File: src/rtl/seq_pkg.sv
// seq_pkg: shared definitions for the serial scan controller.
// Contents:
//   state_e                 - controller states (IDLE, LOAD, SHIFT, DONE)
//   W_DEF, PW_DEF, CW_DEF   - default word, pattern and counter widths
//   OVERLAP, NON_OVERLAP    - encodings of cfg_overlap
package seq_pkg;

    localparam int W_DEF  = 8;
    localparam int PW_DEF = 4;
    localparam int CW_DEF = 8;

    localparam logic OVERLAP     = 1'b1;
    localparam logic NON_OVERLAP = 1'b0;

    typedef enum logic [1:0] {
        IDLE  = 2'd0,
        LOAD  = 2'd1,
        SHIFT = 2'd2,
        DONE  = 2'd3
    } state_e;

endpackage

File: src/rtl/seq_match_core.sv
// seq_match_core: bit-serial pattern matcher.
// Keeps a PW-bit history (newest bit at bit 0) and a saturating fill count.
// Each valid bit is compared against the low cfg_len bits of cfg_pattern.
// Ports:
//   clk, rst_n   - clock, asynchronous active-low reset
//   bit_valid    - bit_in is consumed this cycle
//   bit_in       - serial data bit
//   clear        - synchronous clear of history, fill and match
//   cfg_pattern  - pattern, bit 0 = most recent bit
//   cfg_len      - pattern length; 0 never matches, >PW is treated as PW
//   cfg_overlap  - OVERLAP keeps fill after a match, NON_OVERLAP clears it
//   hit          - combinational: the bit consumed this cycle completes a match
//   match        - registered one-cycle pulse, high the cycle after hit
module seq_match_core
    import seq_pkg::*;
#(
    parameter int PW = PW_DEF,
    parameter int LW = $clog2(PW) + 1
) (
    input  logic          clk,
    input  logic          rst_n,
    input  logic          bit_valid,
    input  logic          bit_in,
    input  logic          clear,
    input  logic [PW-1:0] cfg_pattern,
    input  logic [LW-1:0] cfg_len,
    input  logic          cfg_overlap,
    output logic          hit,
    output logic          match
);

    logic [PW-1:0] hist_r;
    logic [PW-1:0] hist_next_s;
    logic [PW-1:0] mask_s;
    logic [LW-1:0] fill_r;
    logic [LW-1:0] fill_inc_s;
    logic [LW-1:0] fill_next_s;
    logic [LW-1:0] eff_len_s;
    logic          hit_s;
    logic          match_r;

    // Mask selecting the low 'len' bits of the history/pattern.
    function automatic logic [PW-1:0] len_mask(input logic [LW-1:0] len);
        logic [PW-1:0] m;
        m = '0;
        for (int i = 0; i < PW; i++) begin
            m[i] = (LW'(i) < len);
        end
        return m;
    endfunction

    // Compare the history including the incoming bit and decide the next fill.
    always_comb begin
        eff_len_s   = (cfg_len > LW'(PW)) ? LW'(PW) : cfg_len;
        mask_s      = len_mask(eff_len_s);
        hist_next_s = {hist_r[PW-2:0], bit_in};
        fill_inc_s  = (fill_r >= LW'(PW)) ? fill_r : fill_r + LW'(1);
        hit_s       = 1'b0;
        fill_next_s = fill_inc_s;
        if (bit_valid && (eff_len_s != '0) && (fill_inc_s >= eff_len_s) &&
            (((hist_next_s ^ cfg_pattern) & mask_s) == '0)) begin
            hit_s = 1'b1;
        end else begin
            hit_s = 1'b0;
        end
        if (hit_s) begin
            case (cfg_overlap)
                OVERLAP:     fill_next_s = fill_inc_s;
                NON_OVERLAP: fill_next_s = '0;
                default:     fill_next_s = '0;
            endcase
        end else begin
            fill_next_s = fill_inc_s;
        end
    end

    // History, fill and registered match pulse.
    always_ff @(posedge clk or negedge rst_n) begin
        if (!rst_n) begin
            hist_r  <= '0;
            fill_r  <= '0;
            match_r <= 1'b0;
        end else if (clear) begin
            hist_r  <= '0;
            fill_r  <= '0;
            match_r <= 1'b0;
        end else if (bit_valid) begin
            hist_r  <= hist_next_s;
            fill_r  <= fill_next_s;
            match_r <= hit_s;
        end else begin
            match_r <= 1'b0;
        end
    end

    assign hit   = hit_s;
    assign match = match_r;

endmodule

File: src/rtl/seq_scan_ctrl.sv
// seq_scan_ctrl: word-to-serial scan controller with pattern match counting.
// Accepts W-bit words on a valid/ready handshake, shifts them MSB-first into
// seq_match_core, counts matches (saturating) and raises a sticky irq.
// Ports:
//   clk, rst_n                       - clock, asynchronous active-low reset
//   start, abort                     - run control (abort wins)
//   cfg_pattern/len/overlap, irq_thresh - run config, latched on start
//   in_valid, in_data, in_last, in_ready - word input handshake
//   busy, match, match_cnt, done, irq    - status outputs (all registered)
module seq_scan_ctrl
    import seq_pkg::*;
#(
    parameter int W  = W_DEF,
    parameter int PW = PW_DEF,
    parameter int CW = CW_DEF
) (
    input  logic                 clk,
    input  logic                 rst_n,
    input  logic                 start,
    input  logic                 abort,
    input  logic [PW-1:0]        cfg_pattern,
    input  logic [$clog2(PW):0]  cfg_len,
    input  logic                 cfg_overlap,
    input  logic [CW-1:0]        irq_thresh,
    input  logic                 in_valid,
    input  logic [W-1:0]         in_data,
    input  logic                 in_last,
    output logic                 in_ready,
    output logic                 busy,
    output logic                 match,
    output logic [CW-1:0]        match_cnt,
    output logic                 done,
    output logic                 irq
);

    localparam int LW = $clog2(PW) + 1;
    localparam int BW = $clog2(W + 1);

    state_e          state_r;
    state_e          state_next_s;
    logic [W-1:0]    word_r;
    logic            last_r;
    logic [BW-1:0]   bit_cnt_r;
    logic [PW-1:0]   pat_r;
    logic [LW-1:0]   len_r;
    logic            ovl_r;
    logic [CW-1:0]   thr_r;
    logic [CW-1:0]   cnt_r;
    logic [CW-1:0]   cnt_next_s;
    logic            irq_r;
    logic            in_ready_r;
    logic            busy_r;
    logic            done_r;
    logic            start_go_s;
    logic            accept_s;
    logic            bit_valid_s;
    logic            clear_s;
    logic            irq_set_s;
    logic            hit_s;
    logic            match_s;

    // Next state, handshake qualifiers and match counter update.
    always_comb begin
        start_go_s   = (state_r == IDLE) && start && !abort;
        accept_s     = (state_r == LOAD) && in_valid && !abort;
        bit_valid_s  = (state_r == SHIFT) && !abort;
        clear_s      = start_go_s || abort;
        state_next_s = state_r;
        if (abort) begin
            state_next_s = IDLE;
        end else begin
            case (state_r)
                IDLE:    state_next_s = start ? LOAD : IDLE;
                LOAD:    state_next_s = in_valid ? SHIFT : LOAD;
                SHIFT: begin
                    if (bit_cnt_r == BW'(1)) begin
                        state_next_s = last_r ? DONE : LOAD;
                    end else begin
                        state_next_s = SHIFT;
                    end
                end
                DONE:    state_next_s = IDLE;
                default: state_next_s = IDLE;
            endcase
        end
        if (hit_s && (cnt_r != '1)) begin
            cnt_next_s = cnt_r + CW'(1);
        end else begin
            cnt_next_s = cnt_r;
        end
        irq_set_s = (thr_r != '0) && (cnt_next_s >= thr_r);
    end

    // State register.
    always_ff @(posedge clk or negedge rst_n) begin
        if (!rst_n) begin
            state_r <= IDLE;
        end else begin
            state_r <= state_next_s;
        end
    end

    // Word register and bit counter; the word shifts left so bit W-1 is next.
    always_ff @(posedge clk or negedge rst_n) begin
        if (!rst_n) begin
            word_r    <= '0;
            last_r    <= 1'b0;
            bit_cnt_r <= '0;
        end else if (accept_s) begin
            word_r    <= in_data;
            last_r    <= in_last;
            bit_cnt_r <= BW'(W);
        end else if (bit_valid_s) begin
            word_r    <= {word_r[W-2:0], 1'b0};
            last_r    <= last_r;
            bit_cnt_r <= bit_cnt_r - BW'(1);
        end else begin
            word_r    <= word_r;
            last_r    <= last_r;
            bit_cnt_r <= bit_cnt_r;
        end
    end

    // Run configuration, captured only when a run starts.
    always_ff @(posedge clk or negedge rst_n) begin
        if (!rst_n) begin
            pat_r <= '0;
            len_r <= '0;
            ovl_r <= 1'b0;
            thr_r <= '0;
        end else if (start_go_s) begin
            pat_r <= cfg_pattern;
            len_r <= cfg_len;
            ovl_r <= cfg_overlap;
            thr_r <= irq_thresh;
        end else begin
            pat_r <= pat_r;
            len_r <= len_r;
            ovl_r <= ovl_r;
            thr_r <= thr_r;
        end
    end

    // Match count and sticky irq; both survive abort, cleared by a new start.
    always_ff @(posedge clk or negedge rst_n) begin
        if (!rst_n) begin
            cnt_r <= '0;
            irq_r <= 1'b0;
        end else if (start_go_s) begin
            cnt_r <= '0;
            irq_r <= 1'b0;
        end else begin
            cnt_r <= cnt_next_s;
            irq_r <= irq_r | irq_set_s;
        end
    end

    // Registered status outputs derived from the upcoming state.
    always_ff @(posedge clk or negedge rst_n) begin
        if (!rst_n) begin
            in_ready_r <= 1'b0;
            busy_r     <= 1'b0;
            done_r     <= 1'b0;
        end else begin
            in_ready_r <= (state_next_s == LOAD);
            busy_r     <= (state_next_s == LOAD) || (state_next_s == SHIFT);
            done_r     <= (state_next_s == DONE);
        end
    end

    seq_match_core #(
        .PW (PW),
        .LW (LW)
    ) u_core (
        .clk         (clk),
        .rst_n       (rst_n),
        .bit_valid   (bit_valid_s),
        .bit_in      (word_r[W-1]),
        .clear       (clear_s),
        .cfg_pattern (pat_r),
        .cfg_len     (len_r),
        .cfg_overlap (ovl_r),
        .hit         (hit_s),
        .match       (match_s)
    );

    assign in_ready  = in_ready_r;
    assign busy      = busy_r;
    assign match     = match_s;
    assign match_cnt = cnt_r;
    assign done      = done_r;
    assign irq       = irq_r;

endmodule
File: config.mk
export PLATFORM = sky130hd
export DESIGN_NAME = seq_scan_ctrl
export DESIGN_NICKNAME = d
export VERILOG_FILES = /design/src/rtl/seq_pkg.sv /design/src/rtl/seq_match_core.sv /design/src/rtl/seq_scan_ctrl.sv
export SDC_FILE = /design/constraint.sdc
export NUM_CORES = 1
export LEC_CHECK = 0
export ABC_CLOCK_PERIOD_IN_PS = 3200
export BUFFER_PORTS_ARGS = -buffer_cell sky130_fd_sc_hd__buf_2
export CORE_MARGIN = 2
export CORE_UTILIZATION = 51
export DETAILED_ROUTE_END_ITERATION = 8
export PLACE_DENSITY = 0.83
export SYNTH_ARGS = -nofsm -noshare
export SYNTH_HDL_FRONTEND = slang
export SYNTH_SLANG_ARGS = --single-unit
File: constraint.sdc
create_clock -name clk -period 3.2 [get_ports clk]
set_clock_uncertainty 0.1 [all_clocks]
set_input_delay 0.32 -clock clk [delete_from_list [all_inputs] [get_ports clk]]
set_output_delay 0.32 -clock clk [all_outputs]
set_load 0.01 [all_outputs]
==> key figures <==
Floorplanning
  • Number of core rows: 26
  • I/O pins: 43
  • Die H: 75.56 µm
  • Die width: 75.56 µm
  • Core ar.: 5010 µm²
  • Initial Util: 52.12%
  • Die ar.: 5709 µm²

Synth
  • Post-synth cell types: 43
  • Post-synth net total: 327
  • Seq/Total Area, Yosys: 47.92%
  • Area share of the largest cell type after synthesis: 47.92%
  • Fraction of registers with async set/reset: 100.0%
  • Number of flops mapped to enable cells by yosys: 0
  • Largest cells by area after synthesis: dfrtp_1, nand2_1, ha_1
  • Synth warn: 0
  • Synth Area per Inst: 9.359 µm²
  • Synth Flop Type: dfrtp_1
  • Mapped Cells: 279
  • Mapped cell area: 2611 µm²
  • Seq cells post-synth: 50
  • Leading area contributor after synthesis: dfrtp_1

Timing
  • RSZ-0062 raised after global routing: true
  • Final min period: 3.423 ns
  • Final Hold Viols: 0
  • Count of pins over their slew limit: 0
  • Final worst-path cycle share: 107.0%
  • Maximum clock frequency: 292.1 MHz
  • Total Neg Setup Slack: -0.2231 ns
  • Post-route setup slack: -0.2231 ns
  • Measured slew at the worst slew-check pin: 1.090 ns
  • Relative slew slack: 27.36%
  • Endpoints failing setup: 1

Global route
  • Pin count of the biggest net entering global routing: 51
  • M3 GR Usage: 4.233%
  • Initial antenna violation count: 0
  • Vias in the first global route: 2130
  • Grt ovf: 0
  • Wire length of the first global-routing pass: 9252 µm
  • GR Util met1: 26.12%
  • Layer carrying the most global-route usage: met2
  • Total track usage: 21.36%
  • Met2 Use GR: 37.29%

Pwr
  • Net Sw Frac: 28.98%
  • P_int: 0.001153 W
  • Combinational power share: 20.8%
  • Flop pwr share: 51.3%
  • Power Dens Cells: 509.9 nW/µm²
  • Worst VDD drop: 0.3948 mV
  • NetSw: 0.0004703 W
  • Clock power share: 27.9%
  • Overall Power: 0.001623 W
  • Leakage: 1.663 nW

Placed design
  • Placer congestion estimate: 0.8726
  • DP HPWL: 3762 µm
  • DP Worst Slack: -0.2461 ns
  • Port bufs: 42

Detailed routing
  • Remaining DRCs: 0
  • Routed Antenna Nets: 0
  • Drt pass-1 iters: 5
  • Via/cell ratio: 5.319
  • DR WL/cell: 13.35 µm
  • Total Wirelength: 5406 µm
  • Vias: 2154
  • Drt initial violations: 129

Cells and area
  • Number of nets in the layout: 383
  • Post-layout util: 63.54%
  • Share of cells above drive strength 1: 25.97%
  • Most frequent cells in the layout: nand2_1, dfrtp_1, buf_2
  • Fillers: 441
  • Commonest non-fill, non-tap cell in the layout: nand2_1
  • Area Growth Syn to Fin: 21.90%
  • N_diodes: 0

Worst setup path
  • Startpoint Class: flop
  • Required @ worst endpoint: 3.33 ns
  • CP max FO: 6
  • Critical Path End Type: flop
  • Worst setup path class: flop to flop
  • Critical path data arrival time: 3.55 ns

CTS
  • H-tree levels: 2
  • Clock root buffer: clkbuf_8
  • Max Buffers Root-to-Sink: 2
  • CTS clock-pin slew for the worst setup and hold paths: 0.08 ns
  • Clock Sinks: 50
  • Num CTS Buffers: 5
  • CTS tree: done
  • Clk Latency, worst-skew pair: 0.30 ns
  • CTS Hold Bufs: 0

Outcome
  • Failing checks: negative setup slack
  • Status: complete, but fails checks

Worst hold path
  • Worst hold path class: input pin to async pin

Job
  • Max-cap violations: 0
==> routing by layer <==
| layer | part of all wire (%) | vias up |
|---|---|---|
| met5 | 0 | - |
| met4 | 1.7 | 0 |
| met3 | 3.7 | 11 |
| met2 | 52 | 49 |
| met1 | 43 | 1026 |
| li1 | - | 1068 |
==> flip-flops by register name, indices dropped and copies added (netlist names), 2 cells and up <==
register / cells
word_r: 8
bit_cnt_r: 4
thr_r: 8
len_r: 3
u_core.fill_r: 3
match_cnt: 8
pat_r: 4
u_core.hist_r: 3
state_r: 2
==> layout make-up <==
cell class                 instances  area [µm²]  area share, %
timing repair buffer              59       341.6          10.73
clock buffer                       6       82.58          2.594
tap                               70       87.58          2.752
clock inverter                     1       30.03         0.9434
sequential                        50        1251          39.31
inverter                          18       67.56          2.123
multi-input combinational        201        1323          41.55
==> what timing repair did <==
action / 4_1_cts / 5_1_grt
pin swaps: 7 / 8
resized for setup: 6 / 7
setup buffers: 5 / 1
endpoints found under the setup margin: 1 / 1
==> synthesized netlist by cell type, drive strengths merged, types with 2 or more instances <==
library cell  instances
a21oi                11
a22o                  4
a22oi                 7
and2                  3
and3                  3
and4                  2
clkbuf                9
dfrtp                50
ha                   18
inv                  18
mux2                  2
mux2i                 3
nand2                62
nand2b                3
nand3                 3
nand4                 6
nor2                 17
nor2b                 4
nor3                  6
nor4b                 2
o211ai                2
o21ai                17
xnor2                 3
xor2                  8
==> power by group through the flow <==
| stage | Sequential (W) | Combinational [W] | Clock (W) |
|---|---|---|---|
| after floorplan | 0.000826 | 0.000219 | 0 |
| after global placement | 0.000840 | 0.000294 | 0 |
| after detailed placement | 0.000844 | 0.000311 | 0 |
| after CTS | 0.000834 | 0.000321 | 0.000463 |
| after global routing | 0.000851 | 0.000395 | 0.000488 |
| final | 0.000833 | 0.000337 | 0.000453 |
==> kinds of logic (layout without fill, tap and decap cells) <==
group                      Yosys count  in the layout  synth area share, %
AOI/OAI and AO/OA                   50             50                12.22
xor gates and xnor gates            11             11                3.690
adders and majority gates           18             18                8.625
buffers and inverters               28             84                4.072
DFF                                 50             50                47.92
muxes                                5              5                2.012
and+or+nand+nor                    117            117                21.47
==> metrics by stage <==
stage,area [µm²],cells,hold slack [ns]
floorplan,2633,279,-0.07559
global placement,2974,392,0.3614
detailed placement,2974,392,0.3638
CTS,3138,404,0.09495
global route,3183,405,0.1090
finish,3183,405,0.1008
==> critical path, stage by stage (launching register included) <==
cell	delay (ns)
dfrtp_1	0.39
inv_1	0.07
ha_1	0.27
mux2_4	0.29
ha_4	0.26
nand2_2	0.04
o21ai_2	0.12
nand4_1	0.14
buf_6	0.17
inv_2	0.06
and4_1	0.20
xor2_1	0.09
ha_1	0.35
inv_1	0.07
o211ai_1	0.26
a41oi_2	0.07
a311o_1	0.30
a21oi_2	0.10
==> final timing paths <==
kind	to	depth (start not counted)	slack, ns	from
min in group clk	pat_r[0]$_DFFE_PN0P_	3	0.10	cfg_pattern[0]
worst max register to register	irq$_DFF_PN0_	17	-0.22	u_core.fill_r[1]$_DFFE_PN0P_
worst min-delay path	thr_r[5]$_DFFE_PN0P_	1	0.10	rst_n
worst max-delay path	irq$_DFF_PN0_	17	-0.22	u_core.fill_r[1]$_DFFE_PN0P_
max in group asynchronous	u_core.fill_r[1]$_DFFE_PN0P_	1	2.21	rst_n
worst min register to register	word_r[6]$_DFFE_PN0P_	2	0.38	word_r[6]$_DFFE_PN0P_
(Power assumes the default switching activity.)
